**src/rtl/uart_tx_cfg.sv**
```systemverilog
// ---------------------------------------------------------------------------
// uart_tx_cfg
// Configurable UART transmitter with a small transmit FIFO in front of the
// serialiser. A frame is start bit, DATA_BITS data bits sent LSB first, an
// optional even/odd parity bit, then STOP_BITS stop bits. Each bit lasts
// CLKS_PER_BIT clocks. When another word is queued at the end of a frame,
// the next frame follows with no idle gap.
//
// Ports
//   i_Clock      : single clock, all logic on its rising edge
//   i_Rst_n      : synchronous active-low reset
//   i_Tx_DV      : write strobe for i_Tx_Byte
//   i_Tx_Byte    : data word to queue (DATA_BITS wide)
//   o_Tx_Ready   : FIFO can accept a word this cycle
//   o_Tx_Active  : a frame is in progress
//   o_Tx_Serial  : serial line, idle high
//   o_Tx_Done    : one-cycle pulse after the last stop-bit cycle
//   o_Fifo_Count : number of queued words
// ---------------------------------------------------------------------------
module uart_tx_cfg #(
    parameter int unsigned CLKS_PER_BIT = 87,
    parameter int unsigned DATA_BITS    = 8,
    parameter int unsigned PARITY       = 0,
    parameter int unsigned STOP_BITS    = 1,
    parameter int unsigned FIFO_DEPTH   = 4
) (
    input  logic                          i_Clock,
    input  logic                          i_Rst_n,
    input  logic                          i_Tx_DV,
    input  logic [DATA_BITS-1:0]          i_Tx_Byte,
    output logic                          o_Tx_Ready,
    output logic                          o_Tx_Active,
    output logic                          o_Tx_Serial,
    output logic                          o_Tx_Done,
    output logic [$clog2(FIFO_DEPTH):0]   o_Fifo_Count
);

    localparam int unsigned PTR_W = $clog2(FIFO_DEPTH);
    localparam int unsigned CNT_W = PTR_W + 1;
    localparam int unsigned IDX_W = $clog2(DATA_BITS);

    // Elaboration-time rejection of unsupported configurations
    if (CLKS_PER_BIT < 2) begin : g_bad_clks_per_bit
        $error("uart_tx_cfg: CLKS_PER_BIT must be >= 2");
    end
    if ((DATA_BITS < 5) || (DATA_BITS > 9)) begin : g_bad_data_bits
        $error("uart_tx_cfg: DATA_BITS must be in 5..9");
    end
    if (PARITY > 2) begin : g_bad_parity
        $error("uart_tx_cfg: PARITY must be 0, 1 or 2");
    end
    if ((STOP_BITS < 1) || (STOP_BITS > 2)) begin : g_bad_stop_bits
        $error("uart_tx_cfg: STOP_BITS must be 1 or 2");
    end
    if ((FIFO_DEPTH < 2) || ((FIFO_DEPTH & (FIFO_DEPTH - 1)) != 0)) begin : g_bad_fifo_depth
        $error("uart_tx_cfg: FIFO_DEPTH must be a power of two >= 2");
    end

    typedef enum logic [2:0] {
        S_IDLE   = 3'd0,
        S_START  = 3'd1,
        S_DATA   = 3'd2,
        S_PARITY = 3'd3,
        S_STOP   = 3'd4
    } state_t;

    // ------------------------------------------------------------------
    // Registers
    // ------------------------------------------------------------------
    state_t               r_state;
    logic [31:0]          r_clk_cnt;
    logic [IDX_W-1:0]     r_bit_idx;
    logic [DATA_BITS-1:0] r_shift;
    logic                 r_par_bit;
    logic                 r_tx_serial;
    logic                 r_tx_done;
    logic                 r_tx_active;

    logic [DATA_BITS-1:0] r_mem [FIFO_DEPTH];
    logic [PTR_W-1:0]     r_wr_ptr;
    logic [PTR_W-1:0]     r_rd_ptr;
    logic [CNT_W-1:0]     r_count;
    logic                 r_tx_ready;

    // ------------------------------------------------------------------
    // Next-state wires
    // ------------------------------------------------------------------
    state_t               w_state_nx;
    logic [31:0]          w_clk_cnt_nx;
    logic [IDX_W-1:0]     w_bit_idx_nx;
    logic [DATA_BITS-1:0] w_shift_nx;
    logic                 w_par_nx;
    logic                 w_serial_nx;
    logic                 w_done_nx;
    logic                 w_active_nx;
    logic                 w_pop;

    logic                 w_push;
    logic                 w_fifo_empty;
    logic                 w_bit_end;
    logic [DATA_BITS-1:0] w_head;
    logic                 w_head_par;
    logic [CNT_W-1:0]     w_count_nx;

    // FIFO status and head-of-queue view
    assign w_push       = i_Rst_n & i_Tx_DV & r_tx_ready;
    assign w_fifo_empty = (r_count == CNT_W'(0));
    assign w_head       = r_mem[r_rd_ptr];
    assign w_head_par   = (PARITY == 2) ? ~^w_head : ^w_head;
    assign w_bit_end    = (r_clk_cnt == 32'(CLKS_PER_BIT - 1));

    // ------------------------------------------------------------------
    // FSM next-state and output logic. The serial line is registered,
    // so the value computed here is the one the line shows next cycle.
    // ------------------------------------------------------------------
    always_comb begin
        w_state_nx   = r_state;
        w_clk_cnt_nx = r_clk_cnt;
        w_bit_idx_nx = r_bit_idx;
        w_shift_nx   = r_shift;
        w_par_nx     = r_par_bit;
        w_serial_nx  = r_tx_serial;
        w_done_nx    = 1'b0;
        w_active_nx  = r_tx_active;
        w_pop        = 1'b0;

        unique case (r_state)
            S_IDLE: begin
                w_serial_nx  = 1'b1;
                w_active_nx  = 1'b0;
                w_clk_cnt_nx = 32'd0;
                w_bit_idx_nx = IDX_W'(0);
                if (!w_fifo_empty) begin
                    w_pop       = 1'b1;
                    w_state_nx  = S_START;
                    w_serial_nx = 1'b0;
                    w_active_nx = 1'b1;
                end
            end

            S_START: begin
                if (w_bit_end) begin
                    w_clk_cnt_nx = 32'd0;
                    w_bit_idx_nx = IDX_W'(0);
                    w_state_nx   = S_DATA;
                    w_serial_nx  = r_shift[0];
                end else begin
                    w_clk_cnt_nx = r_clk_cnt + 32'd1;
                end
            end

            // The shift register always presents the current bit at [0]
            S_DATA: begin
                if (w_bit_end) begin
                    w_clk_cnt_nx = 32'd0;
                    if (r_bit_idx == IDX_W'(DATA_BITS - 1)) begin
                        w_bit_idx_nx = IDX_W'(0);
                        if (PARITY != 0) begin
                            w_state_nx  = S_PARITY;
                            w_serial_nx = r_par_bit;
                        end else begin
                            w_state_nx  = S_STOP;
                            w_serial_nx = 1'b1;
                        end
                    end else begin
                        w_bit_idx_nx = r_bit_idx + IDX_W'(1);
                        w_shift_nx   = r_shift >> 1;
                        w_serial_nx  = r_shift[1];
                    end
                end else begin
                    w_clk_cnt_nx = r_clk_cnt + 32'd1;
                end
            end

            S_PARITY: begin
                if (w_bit_end) begin
                    w_clk_cnt_nx = 32'd0;
                    w_bit_idx_nx = IDX_W'(0);
                    w_state_nx   = S_STOP;
                    w_serial_nx  = 1'b1;
                end else begin
                    w_clk_cnt_nx = r_clk_cnt + 32'd1;
                end
            end

            // Bit index counts stop bits; the last one may chain straight
            // into the next frame's start bit
            S_STOP: begin
                w_serial_nx = 1'b1;
                if (w_bit_end) begin
                    w_clk_cnt_nx = 32'd0;
                    if (r_bit_idx == IDX_W'(STOP_BITS - 1)) begin
                        w_done_nx    = 1'b1;
                        w_bit_idx_nx = IDX_W'(0);
                        if (!w_fifo_empty) begin
                            w_pop       = 1'b1;
                            w_state_nx  = S_START;
                            w_serial_nx = 1'b0;
                            w_active_nx = 1'b1;
                        end else begin
                            w_state_nx  = S_IDLE;
                            w_active_nx = 1'b0;
                        end
                    end else begin
                        w_bit_idx_nx = r_bit_idx + IDX_W'(1);
                    end
                end else begin
                    w_clk_cnt_nx = r_clk_cnt + 32'd1;
                end
            end

            default: begin
                w_state_nx   = S_IDLE;
                w_clk_cnt_nx = 32'd0;
                w_bit_idx_nx = IDX_W'(0);
                w_serial_nx  = 1'b1;
                w_active_nx  = 1'b0;
            end
        endcase

        // Load the head word and its parity whenever a frame starts
        if (w_pop) begin
            w_shift_nx = w_head;
            w_par_nx   = w_head_par;
        end
    end

    // FIFO occupancy after this cycle's push/pop
    always_comb begin
        w_count_nx = r_count;
        unique case ({w_push, w_pop})
            2'b10:   w_count_nx = r_count + CNT_W'(1);
            2'b01:   w_count_nx = r_count - CNT_W'(1);
            default: w_count_nx = r_count;
        endcase
    end

    // ------------------------------------------------------------------
    // State and FIFO control registers
    // ------------------------------------------------------------------
    always_ff @(posedge i_Clock) begin
        if (!i_Rst_n) begin
            r_state     <= S_IDLE;
            r_clk_cnt   <= 32'd0;
            r_bit_idx   <= IDX_W'(0);
            r_shift     <= DATA_BITS'(0);
            r_par_bit   <= 1'b0;
            r_tx_serial <= 1'b1;
            r_tx_done   <= 1'b0;
            r_tx_active <= 1'b0;
            r_wr_ptr    <= PTR_W'(0);
            r_rd_ptr    <= PTR_W'(0);
            r_count     <= CNT_W'(0);
            r_tx_ready  <= 1'b1;
        end else begin
            r_state     <= w_state_nx;
            r_clk_cnt   <= w_clk_cnt_nx;
            r_bit_idx   <= w_bit_idx_nx;
            r_shift     <= w_shift_nx;
            r_par_bit   <= w_par_nx;
            r_tx_serial <= w_serial_nx;
            r_tx_done   <= w_done_nx;
            r_tx_active <= w_active_nx;
            r_count     <= w_count_nx;
            r_tx_ready  <= (w_count_nx < CNT_W'(FIFO_DEPTH));
            // Pointers wrap naturally because FIFO_DEPTH is a power of two
            if (w_push) begin
                r_wr_ptr <= r_wr_ptr + PTR_W'(1);
            end
            if (w_pop) begin
                r_rd_ptr <= r_rd_ptr + PTR_W'(1);
            end
        end
    end

    // FIFO storage; contents are don't-care until written
    always_ff @(posedge i_Clock) begin
        if (w_push) begin
            r_mem[r_wr_ptr] <= i_Tx_Byte;
        end
    end

    assign o_Tx_Ready   = r_tx_ready;
    assign o_Tx_Active  = r_tx_active;
    assign o_Tx_Serial  = r_tx_serial;
    assign o_Tx_Done    = r_tx_done;
    assign o_Fifo_Count = r_count;

endmodule

```
**config.mk**
```make
export PLATFORM = sky130hd
export DESIGN_NAME = uart_tx_cfg
export DESIGN_NICKNAME = d
export VERILOG_FILES = /design/src/rtl/uart_tx_cfg.sv
export SDC_FILE = /design/constraint.sdc
export NUM_CORES = 1
export LEC_CHECK = 0
export ABC_CLOCK_PERIOD_IN_PS = 4900
export BUFFER_PORTS_ARGS = -buffer_cell sky130_fd_sc_hd__buf_2
export CAP_MARGIN = 20
export CELL_PAD_IN_SITES_DETAIL_PLACEMENT = 1
export CELL_PAD_IN_SITES_GLOBAL_PLACEMENT = 2
export CORE_ASPECT_RATIO = 1.25
export CORE_MARGIN = 2
export CORE_UTILIZATION = 40
export DETAILED_ROUTE_END_ITERATION = 6
export MAX_ROUTING_LAYER = met4
export PLACE_DENSITY_LB_ADDON = 0.1
export SLEW_MARGIN = 10
export SYNTH_ARGS = -nofsm -noshare
export SYNTH_HDL_FRONTEND = slang
export SYNTH_SLANG_ARGS = --single-unit
```
**constraint.sdc**
```tcl
create_clock -name i_Clock -period 4.9 [get_ports i_Clock]
set_clock_uncertainty 0.1 [all_clocks]
set_input_delay 0.245 -clock i_Clock [delete_from_list [all_inputs] [get_ports i_Clock]]
set_output_delay 0.245 -clock i_Clock [all_outputs]
set_load 0.02 [all_outputs]
```
==> flow_summary.json, run 1 <==
{
  "status": "completed",
  "p_clk_share_pct": 35.0,
  "worstPathMaxFanout": 15,
  "route.vias.total": 2860,
  "setup_violations": 0,
  "dr.pass1.iters": 4,
  "fmax_mhz": 319,
  "tightestPinTransition_ns": 0.646,
  "grt_pass1_wl_mm": 15.3,
  "via_per_inst": 5.42,
  "combPwrFrac_pct": 18.4,
  "hpwl_mm": 6.65,
  "cts_max_level": 3,
  "synthDistinctLibCells": 50,
  "drive_above_1_share_pct": 13.5,
  "fin_crit_ns": 3.14,
  "post_dp_cell_area_um2": 4320,
  "core_area_um2": 10100,
  "fin_crit_sh_pct": 64.0,
  "synth.area.top_cells": "dfxtp_1, edfxtp_1, xnor2_1",
  "clock_sinks": 91,
  "nets": 416,
  "synthArstFlopShare_pct": 0,
  "start_kind": "flip-flop",
  "criticalPathCategory": "flip-flop to flip-flop",
  "globalRouteOverflowTotal": 0,
  "synth_common_cells": "dfxtp_1, nor2_1, edfxtp_1",
  "synth_top_area_share_pct": 28.5,
  "ir_drop_v": 0.000223,
  "cts_setup_buffers": 0,
  "io_pins": 18,
  "swShare_pct": 30.6,
  "p_per_area_nw_per_um2": 428,
  "ff2ff_path_depth": 14,
  "dr.first_iter.drc_count": 129,
  "worstSetupEndpointType": "flip-flop",
  "syn_avg_cell_area_um2": 10.8,
  "grt_max_degree": 33,
  "fp.dieW_um": 95.1,
  "rsz0062_at_grt": "no",
  "die_y_um": 118,
  "tns_ns": 0,
  "ff2ff_setup_slack_ns": 1.76,
  "p_sw_w": 0.000603,
  "postRouteAntennaNets": 0,
  "ys_dominant_reg_cell": "dfxtp_1",
  "cts_buffers": 9,
  "wire_per_inst_um": 17.3,
  "start_util_pct": 41.1,
  "syn_inst": 383,
  "synth_fp_nets": 405,
  "clock_latency_ns": 0.34,
  "port_buffers": 17,
  "track_usage_pct": 18.3,
  "whs_path_depth": 1,
  "drc": 0,
  "final_cell_area_um2": 4620,
  "ys_warn_count": 0,
  "netlist_area_um2": 4150,
  "r2r-end": "o_Tx_Ready",
  "holdPathEnd": "r_mem[3][0]",
  "grt_pass1_vias": 3003,
  "n_fill_cell": 1079,
  "ys_seq_elements": 91,
  "ctsResizeCount": 0,
  "min_path_type": "primary input to flip-flop",
  "gp_congestion": 0.791,
  "p_int_w": 0.00137,
  "postCtsHoldBufs": 0,
  "synth-edff-count": 32,
  "drv_cap": 0,
  "arrival_ns": 3.28,
  "cts_tree": "done",
  "maxSlewHeadroom_pct": 56.5,
  "slew_viol_final": 0,
  "synth_seq_area_share_pct": 51.6,
  "worstHoldStart": "i_Tx_Byte[0]",
  "cts-root-buf": "clkbuf_16",
  "antenna_found_initial": 0,
  "power_leakage_nw": 1.52,
  "synth_most_common_cell": "dfxtp_1",
  "crit_required_ns": 5.04,
  "die_area_um2": 11200,
  "clk_pin_slew_ns": 0.07,
  "pwr-share-seq_pct": 46.6,
  "yosysTopAreaCell": "dfxtp_1",
  "areaGrowthSynthToFinish_pct": 11.2,
  "r2r-start": "r_clk_cnt[0]",
  "rows": 41,
  "hold_viol": 0,
  "insertedDiodeCount": 0,
  "wl_mm": 9.12,
  "clock_path_buffers": 2
}
layout make-up:
class / count / area, µm² / area share [%]
sequential: 91 / 2140 / 46.4
multi-input combinational: 259 / 1860 / 40.4
clock buffer: 9 / 225 / 4.88
tap: 129 / 161 / 3.50
timing repair buffer: 18 / 92.6 / 2.01
clock inverter: 7 / 76.3 / 1.65
inverter: 15 / 56.3 / 1.22
power groups by stage:
stage / clock network (W) / registers [W] / logic (W)
after floorplan: 0 / 0.000916 / 0.000291
after CTS: 0.000711 / 0.000922 / 0.000375
after global routing: 0.000744 / 0.000934 / 0.000412
final: 0.000691 / 0.000919 / 0.000364
after detailed placement: 0 / 0.000939 / 0.000373
after global placement: 0 / 0.000935 / 0.000370
worst max-delay path: stages, from the launching register on:
cell and delay, ns:
dfxtp_1 0.40, inv_1 0.06, ha_1 0.20, nor4b_2 0.16
nand4_1 0.11, o31a_1 0.44, or2_1 0.35, inv_1 0.08
ha_1 0.22, fa_1 0.38, xnor2_1 0.17, nor2_1 0.07
xnor2_1 0.12, nor2_1 0.11, inv_1 0.05
metal layers:
metal,vias to the layer above,wire (µm),global-route usage (%)
met1,1400,3830,20.2
met5,-,0,-
met4,0,142,5.98
met3,14,197,3.97
met2,32,4950,32.0
li1,1414,-,-
placed cells by master, fill, tap and decap left out, types with 6 or more instances in the layout:
cell / Yosys / final
dfxtp_1: 59 / 59
nor2_1: 46 / 46
edfxtp_1: 32 / 32
xnor2_1: 21 / 21
a21oi_1: 21 / 21
nand2_1: 18 / 18
buf_2: 5 / 17
inv_1: 15 / 15
nand3_1: 13 / 13
xor2_1: 13 / 13
nand4_1: 12 / 12
nor4_1: 11 / 11
ha_1: 10 / 10
clkbuf_16: 0 / 9
nor3_1: 8 / 8
o31ai_1: 8 / 8
mux2i_1: 8 / 8
mux4_2: 8 / 8
o21ai_0: 6 / 6
cells by family (layout without fill, tap and decap cells):
logic type                 count (synthesis)  in the layout  synth area share, %
muxes                                     16             16                 6.27
adders and majority gates                 11             11                 3.50
buffers and inverters                     33             49                 3.53
DFF                                       91             91                 51.6
AOI/OAI and AO/OA                         47             47                 7.41
and+or+nand+nor                          151            151                 20.5
xor gates and xnor gates                  34             34                 7.17
metrics by stage:
step	worst slack [ns]	cells	hold WS, ns	util [%]	power (W)
floorplan	2.21	383	0.244	-	0.00121
global placement	1.82	512	0.353	42.7	0.00130
detailed placement	1.74	512	0.361	42.7	0.00131
CTS	1.72	528	0.00566	45.7	0.00201
global route	1.47	528	0.00808	45.7	0.00209
finish	1.76	528	0.0177	45.7	0.00197
state kept, by name, indices dropped and copies added (netlist names), named ones only:
register	cells
r_clk_cnt	32
r_state	3
o_Tx_Serial	1
r_mem	32
r_rd_ptr	2
o_Tx_Done	1
r_wr_ptr	2
o_Tx_Ready	1
r_bit_idx	3
o_Fifo_Count	2
r_shift	8
o_Tx_Active	1
worst max path at each step:
stage / depth (start not counted) / slack (ns) / start / to
4_1_cts: 14 / 1.72 / r_clk_cnt[0] / o_Tx_Ready
3_5_place_dp: 14 / 1.74 / r_clk_cnt[0] / o_Tx_Ready
3_3_place_gp: 14 / 1.82 / r_clk_cnt[0] / o_Tx_Ready
6_report: 14 / 1.76 / r_clk_cnt[0] / o_Tx_Ready
5_1_grt: 14 / 1.47 / r_clk_cnt[0] / o_Tx_Ready
2_1_floorplan: 15 / 2.21 / r_clk_cnt[0] / o_Tx_Ready
Power figures use the tool's default switching activity.
==> run 2, diff against run 1 <==
Settings changed: ABC_AREA set to 1, ABC_CLOCK_PERIOD_IN_PS 4900 to 2800, CORE_UTILIZATION 40 to 33.
Clock period 4.9 ns to 2.8 ns, I/O delays scaled along.
==> run 2 against run 1 <==
Sequential power increased by 81%. Non-clock buffer count up 14. Final cell count is 51% higher. Flip-flop and latch count unchanged. Critical endpoint unchanged.
==> flow_summary.json, run 2 <==
{
  "status": "completed",
  "ys_warn_count": 0,
  "tightestPinTransition_ns": 0.818,
  "track_usage_pct": 18.7,
  "slowest_delay_ns": 0.38,
  "drv_cap": 0,
  "worstSetupEndpointType": "flip-flop",
  "crit_required_ns": 2.94,
  "io_pins": 18,
  "ff2ff_setup_slack_ns": 0.30,
  "top_regs": "r_clk_cnt (32), r_mem (32), r_shift (8)",
  "nets": 644,
  "die_y_um": 135,
  "globalRouteOverflowTotal": 0,
  "hold_viol": 0,
  "cts_setup_buffers": 0,
  "clock_sinks": 91,
  "criticalPathCategory": "flip-flop to flip-flop",
  "synth_seq_area_share_pct": 47.2,
  "rsz0062_at_grt": "no",
  "worstHoldStart": "i_Tx_DV",
  "ys_dominant_reg_cell": "dfxtp_1",
  "synth_top_area_share_pct": 26.0,
  "layout_commonest_cell": "nor2_1",
  "power_leakage_nw": 2.16,
  "fin_crit_ns": 2.50,
  "cts_max_level": 3,
  "postRouteAntennaNets": 0,
  "clock_latency_ns": 0.35,
  "syn_avg_cell_area_um2": 7.73,
  "critPathSlowestCell": "fa_1",
  "ys_seq_elements": 91,
  "yosysTopAreaCell": "dfxtp_1",
  "drive_above_1_share_pct": 11.3,
  "dr.pass1.iters": 4,
  "synthDistinctLibCells": 38,
  "areaGrowthSynthToFinish_pct": 15.2,
  "fin_worst_hold_slack_ns": 0.0301,
  "post_dp_cell_area_um2": 4840,
  "clk_pin_slew_ns": 0.07,
  "synth.area.top_cells": "dfxtp_1, edfxtp_1, nor2_1",
  "synth_fp_nets": 609,
  "start_kind": "flip-flop",
  "worstPathCellList": "inv_1 -> ha_1 -> nand2_1 -> nor2_1 -> nand2_1 -> nor2_4 -> nand2_2 -> nand2_4 -> nand2_8 -> clkinv_4 -> ha_1 -> fa_1 -> xnor2_1 -> o21ai_0 -> nor2_1 -> inv_1",
  "synth-edff-count": 32,
  "drc": 0,
  "wl_mm": 12.2,
  "min_path_type": "primary input to flip-flop",
  "antenna_found_initial": 0,
  "hpwl_mm": 9.17,
  "final_cell_area_um2": 5230,
  "grt_pass1_vias": 4102,
  "synth_most_common_cell": "nor2_1",
  "holdPathEnd": "r_wr_ptr[0]",
  "n_fill_cell": 1626,
  "worstPathMaxFanout": 8,
  "r2r-start": "r_clk_cnt[0]",
  "synth_common_cells": "nor2_1, nand2_1, inv_1",
  "cts_tree": "done",
  "wire_per_inst_um": 15.3,
  "slew_viol_final": 0,
  "whs_path_depth": 3,
  "synthArstFlopShare_pct": 0,
  "rows": 47,
  "cts_buffers": 9,
  "p_per_area_nw_per_um2": 809,
  "grt_max_degree": 20,
  "insertedDiodeCount": 0,
  "route.vias.total": 3805,
  "core_area_um2": 13300,
  "via_per_inst": 4.77,
  "arrival_ns": 2.65,
  "cp_top_family": "adder cells",
  "ir_drop_v": 0.000466,
  "start_util_pct": 34.0,
  "tns_ns": 0,
  "gp_congestion": 0.831,
  "netlist_area_um2": 4540,
  "fmax_mhz": 399,
  "layout_common_cells": "nor2_1, nand2_1, inv_1",
  "syn_inst": 587,
  "fp.dieW_um": 109,
  "grt_pass1_wl_mm": 20.3,
  "r2r-end": "o_Tx_Ready",
  "ff2ff_path_depth": 16,
  "crit_buf_inv": 3,
  "fin_crit_sh_pct": 89.5,
  "cts-root-buf": "clkbuf_16",
  "dr.first_iter.drc_count": 95,
  "setup_violations": 0,
  "port_buffers": 17,
  "maxSlewHeadroom_pct": 45.3,
  "die_area_um2": 14700,
  "clock_path_buffers": 2
}
## run 2: worst max-delay path by stage
stage,from,endpoint,slack [ns],cells after the start
2_1_floorplan,r_clk_cnt[0],o_Tx_Ready,0.44,16
3_3_place_gp,r_clk_cnt[0],o_Tx_Ready,0.27,16
3_5_place_dp,r_clk_cnt[0],o_Tx_Ready,0.19,16
4_1_cts,r_clk_cnt[0],o_Tx_Ready,0.16,16
5_1_grt,r_clk_cnt[0],o_Tx_Ready,0.006,16
6_report,r_clk_cnt[0],o_Tx_Ready,0.30,16
## run 2: cells by family after synthesis
| logic type | share of synthesized area [%] |
|---|---|
| compound gates | 7.33 |
| xor+xnor | 3.09 |
| fa+ha+maj | 3.20 |
| buf+inv | 7.00 |
| flops | 47.2 |
| simple gates | 32.2 |
## run 2: per-layer routing
metal | GRT usage, % | share of wire, % | wire length [µm] | up-vias
met5 | - | 0 | 0 | -
met4 | 7.12 | 2.7 | 335 | 0
met3 | 3.56 | 2.0 | 238 | 19
met2 | 34.1 | 54 | 6530 | 31
met1 | 19.6 | 42 | 5090 | 1794
li1 | - | - | - | 1961
## run 2: final cells by class
class / count / area, µm² / share of cell area, %
clock buffers: 9 / 225 / 4.31
clock inverters: 7 / 68.8 / 1.32
inverters: 70 / 270 / 5.17
multi-input cells: 418 / 2090 / 39.9
flip-flops and latches: 91 / 2140 / 41.0
well taps: 171 / 214 / 4.09
repair buffers: 32 / 218 / 4.16
## run 2: power breakdown
group | internal [W] | total [W] | switching (W)
registers | 0.00154 | 0.00166 | 0.000121
logic | 0.000434 | 0.00134 | 0.000902
clock network | 0.000633 | 0.00123 | 0.000602
## run 2: what timing repair did
| item | in CTS | in global routing |
|---|---|---|
| hold buffers | 8 | 0 |
| hold endpoints to repair | 32 | 0 |
| resized for setup | 0 | 2 |
| endpoints found under the setup margin | 0 | 2 |
## run 2: worst reg2reg max path, stage by stage, from the launching register on
cell      delay (ns)
dfxtp_2         0.37
inv_1           0.07
ha_1            0.22
nand2_1         0.07
nor2_1          0.04
nand2_1         0.10
nor2_4          0.05
nand2_2         0.08
nand2_4         0.10
nand2_8         0.12
clkinv_4        0.06
ha_1            0.22
fa_1            0.38
xnor2_1         0.16
o21ai_0         0.09
nor2_1          0.12
inv_1           0.05
## run 2: metrics by stage
step	cells	worst slack, ns	power, W	utilization [%]
global route	798	0.00557	0.00457	39.2
finish	798	0.295	0.00423	39.2
global placement	774	0.272	0.00299	36.3
CTS	798	0.156	0.00430	39.1
detailed placement	774	0.188	0.00303	36.3
floorplan	587	0.439	0.00263	-
==> run 3, diff against run 2 <==
Settings changed: REMOVE_ABC_BUFFERS set to 1.
==> run 3 against run 2 <==
Die area did not move. Register-to-register slack got worse by 0.07 ns. Clock power barely moved. Clock-buffer cell count did not move. Worst hold slack improved by 0.0021 ns. Sequential share of layout area fell by 0.17 points. Maximum frequency fell by 2.9%. First-iteration DRC count rose by 47%. Largest cell class unchanged.
==> flow_summary.json, run 3 (synthesized netlist as in run 2, its figures left out) <==
{
  "areaGrowthSynthToFinish_pct": 15.6,
  "cts_buffers": 9,
  "status": "completed",
  "start_kind": "flip-flop",
  "grt_pass1_wl_mm": 20.5,
  "setup_violations": 0,
  "p_per_area_nw_per_um2": 812,
  "tns_ns": 0,
  "rows": 47,
  "ir_drop_v": 0.000466,
  "io_pins": 18,
  "drive_above_1_share_pct": 11.4,
  "cts_max_level": 3,
  "fin_crit_ns": 2.58,
  "n_fill_cell": 1648,
  "whs_path_depth": 3,
  "power_leakage_nw": 2.17,
  "drv_cap": 0,
  "worstHoldStart": "i_Tx_DV",
  "ff2ff_setup_slack_ns": 0.22,
  "clk_pin_slew_ns": 0.07,
  "route.vias.total": 3871,
  "r2r-start": "r_clk_cnt[0]",
  "via_per_inst": 4.83,
  "cts_tree": "done",
  "min_path_type": "primary input to flip-flop",
  "start_util_pct": 34.0,
  "worstPathMaxFanout": 8,
  "grt_pass1_vias": 4006,
  "insertedDiodeCount": 0,
  "layout_common_cells": "nor2_1, nand2_1, inv_1",
  "tightestPinTransition_ns": 0.781,
  "clock_sinks": 91,
  "slew_viol_final": 0,
  "ff2ff_path_depth": 16,
  "ctsResizeCount": 0,
  "slowest_delay_ns": 0.39,
  "dr.first_iter.drc_count": 140,
  "crit_required_ns": 2.95,
  "core_area_um2": 13300,
  "gp_congestion": 0.806,
  "critPathSlowestCell": "fa_1",
  "hold_viol": 0,
  "nets": 647,
  "globalRouteOverflowTotal": 0,
  "die_y_um": 135,
  "fmax_mhz": 388,
  "arrival_ns": 2.73,
  "antenna_found_initial": 0,
  "wire_per_inst_um": 15.8,
  "hpwl_mm": 9.67,
  "maxSlewHeadroom_pct": 47.8,
  "fp.dieW_um": 109,
  "wl_mm": 12.7,
  "grt_max_degree": 18,
  "worstPathCellList": "inv_1 -> ha_1 -> nand2_1 -> nor2_1 -> nand2_1 -> nor2_4 -> nand2_2 -> nand2_4 -> nand2_4 -> clkinv_4 -> ha_1 -> fa_1 -> xnor2_1 -> o21ai_0 -> nor2_1 -> inv_1",
  "die_area_um2": 14700,
  "rsz0062_at_grt": "no",
  "cts-root-buf": "clkbuf_16",
  "clock_latency_ns": 0.35,
  "track_usage_pct": 19.1,
  "seq_area_um2": 2140,
  "holdPathEnd": "r_wr_ptr[0]",
  "clock_path_buffers": 2,
  "criticalPathCategory": "flip-flop to flip-flop",
  "postRouteAntennaNets": 0,
  "final_cell_area_um2": 5250,
  "post_dp_cell_area_um2": 4870,
  "top_regs": "r_clk_cnt (32), r_mem (32), r_shift (8)",
  "multiInputGateArea_um2": 2080,
  "r2r-end": "o_Tx_Ready",
  "dr.pass1.iters": 5,
  "fin_crit_sh_pct": 92.1,
  "port_buffers": 17,
  "fin_worst_hold_slack_ns": 0.0322,
  "layout_commonest_cell": "nor2_1",
  "drc": 0,
  "worstSetupEndpointType": "flip-flop"
}
-- run 3: cell types whose count changed in the layout (fill, tap and decap cells not counted) --
cell,change
buf_4,+3
inv_8,-3
clkinvlp_4,+2
bufinv_16,+1
clkinv_1,+1
dfxtp_1,+1
dfxtp_2,-1
inv_6,-1
nand2_4,+1
nand2_8,-1
-- run 3: worst max-delay path by stage --
stage	from	endpoint	depth (start not counted)
4_1_cts	r_clk_cnt[0]	o_Tx_Ready	16
2_1_floorplan	r_clk_cnt[0]	o_Tx_Ready	16
5_1_grt	r_clk_cnt[0]	o_Tx_Ready	16
3_5_place_dp	r_clk_cnt[0]	o_Tx_Ready	16
3_3_place_gp	r_clk_cnt[0]	o_Tx_Ready	16
6_report	r_clk_cnt[0]	o_Tx_Ready	16
-- run 3: layout make-up --
cell class / instances / share of cell area (%)
Clock buffer: 9 / 4.29
Clock inverter: 7 / 1.43
Timing Repair Buffer: 35 / 4.58
Multi-Input combinational cell: 418 / 39.6
Inverter: 70 / 5.15
Sequential cell: 91 / 40.8
Tap cell: 171 / 4.08
-- run 3: timing repair --
action	in CTS	in global routing
endpoints found under the hold margin	32	0
setup buffers	0	0
hold buffers	8	0
-- run 3: where the power goes --
| part | internal (W) | switching [W] | leakage, nW | total (W) |
|---|---|---|---|---|
| clock network | 0.000697 | 0.000541 | 0.140 | 0.00124 |
| registers | 0.00154 | 0.000119 | 0.770 | 0.00165 |
| logic | 0.000445 | 0.000923 | 1.26 | 0.00137 |
| total | 0.00268 | 0.00158 | 2.17 | 0.00426 |
-- run 3: per-layer routing --
layer | GRT usage, % | wire, µm
met2 | 33.1 | 6660
met4 | 8.76 | 425
met5 | - | 0
met3 | 3.56 | 233
met1 | 21.0 | 5360
-- run 3: worst max-delay path: cells and delay by family, from the launching register on --
kind	cells	cell delay, ns
buffers and inverters	3	0.18
DFF	1	0.33
and+or+nand+nor	8	0.72
xor gates and xnor gates	1	0.19
AOI/OAI and AO/OA	1	0.09
adders and majority gates	3	0.85
-- run 3: per-stage QoR --
stage | util, % | setup slack (ns) | std cells | total power (W)
finish | 39.3 | 0.220 | 801 | 0.00426
global route | 39.3 | 0.0253 | 801 | 0.00460
CTS | 39.3 | 0.179 | 801 | 0.00434
detailed placement | 36.5 | 0.201 | 777 | 0.00307
global placement | 36.5 | 0.313 | 777 | 0.00303
floorplan | - | 0.407 | 579 | 0.00261
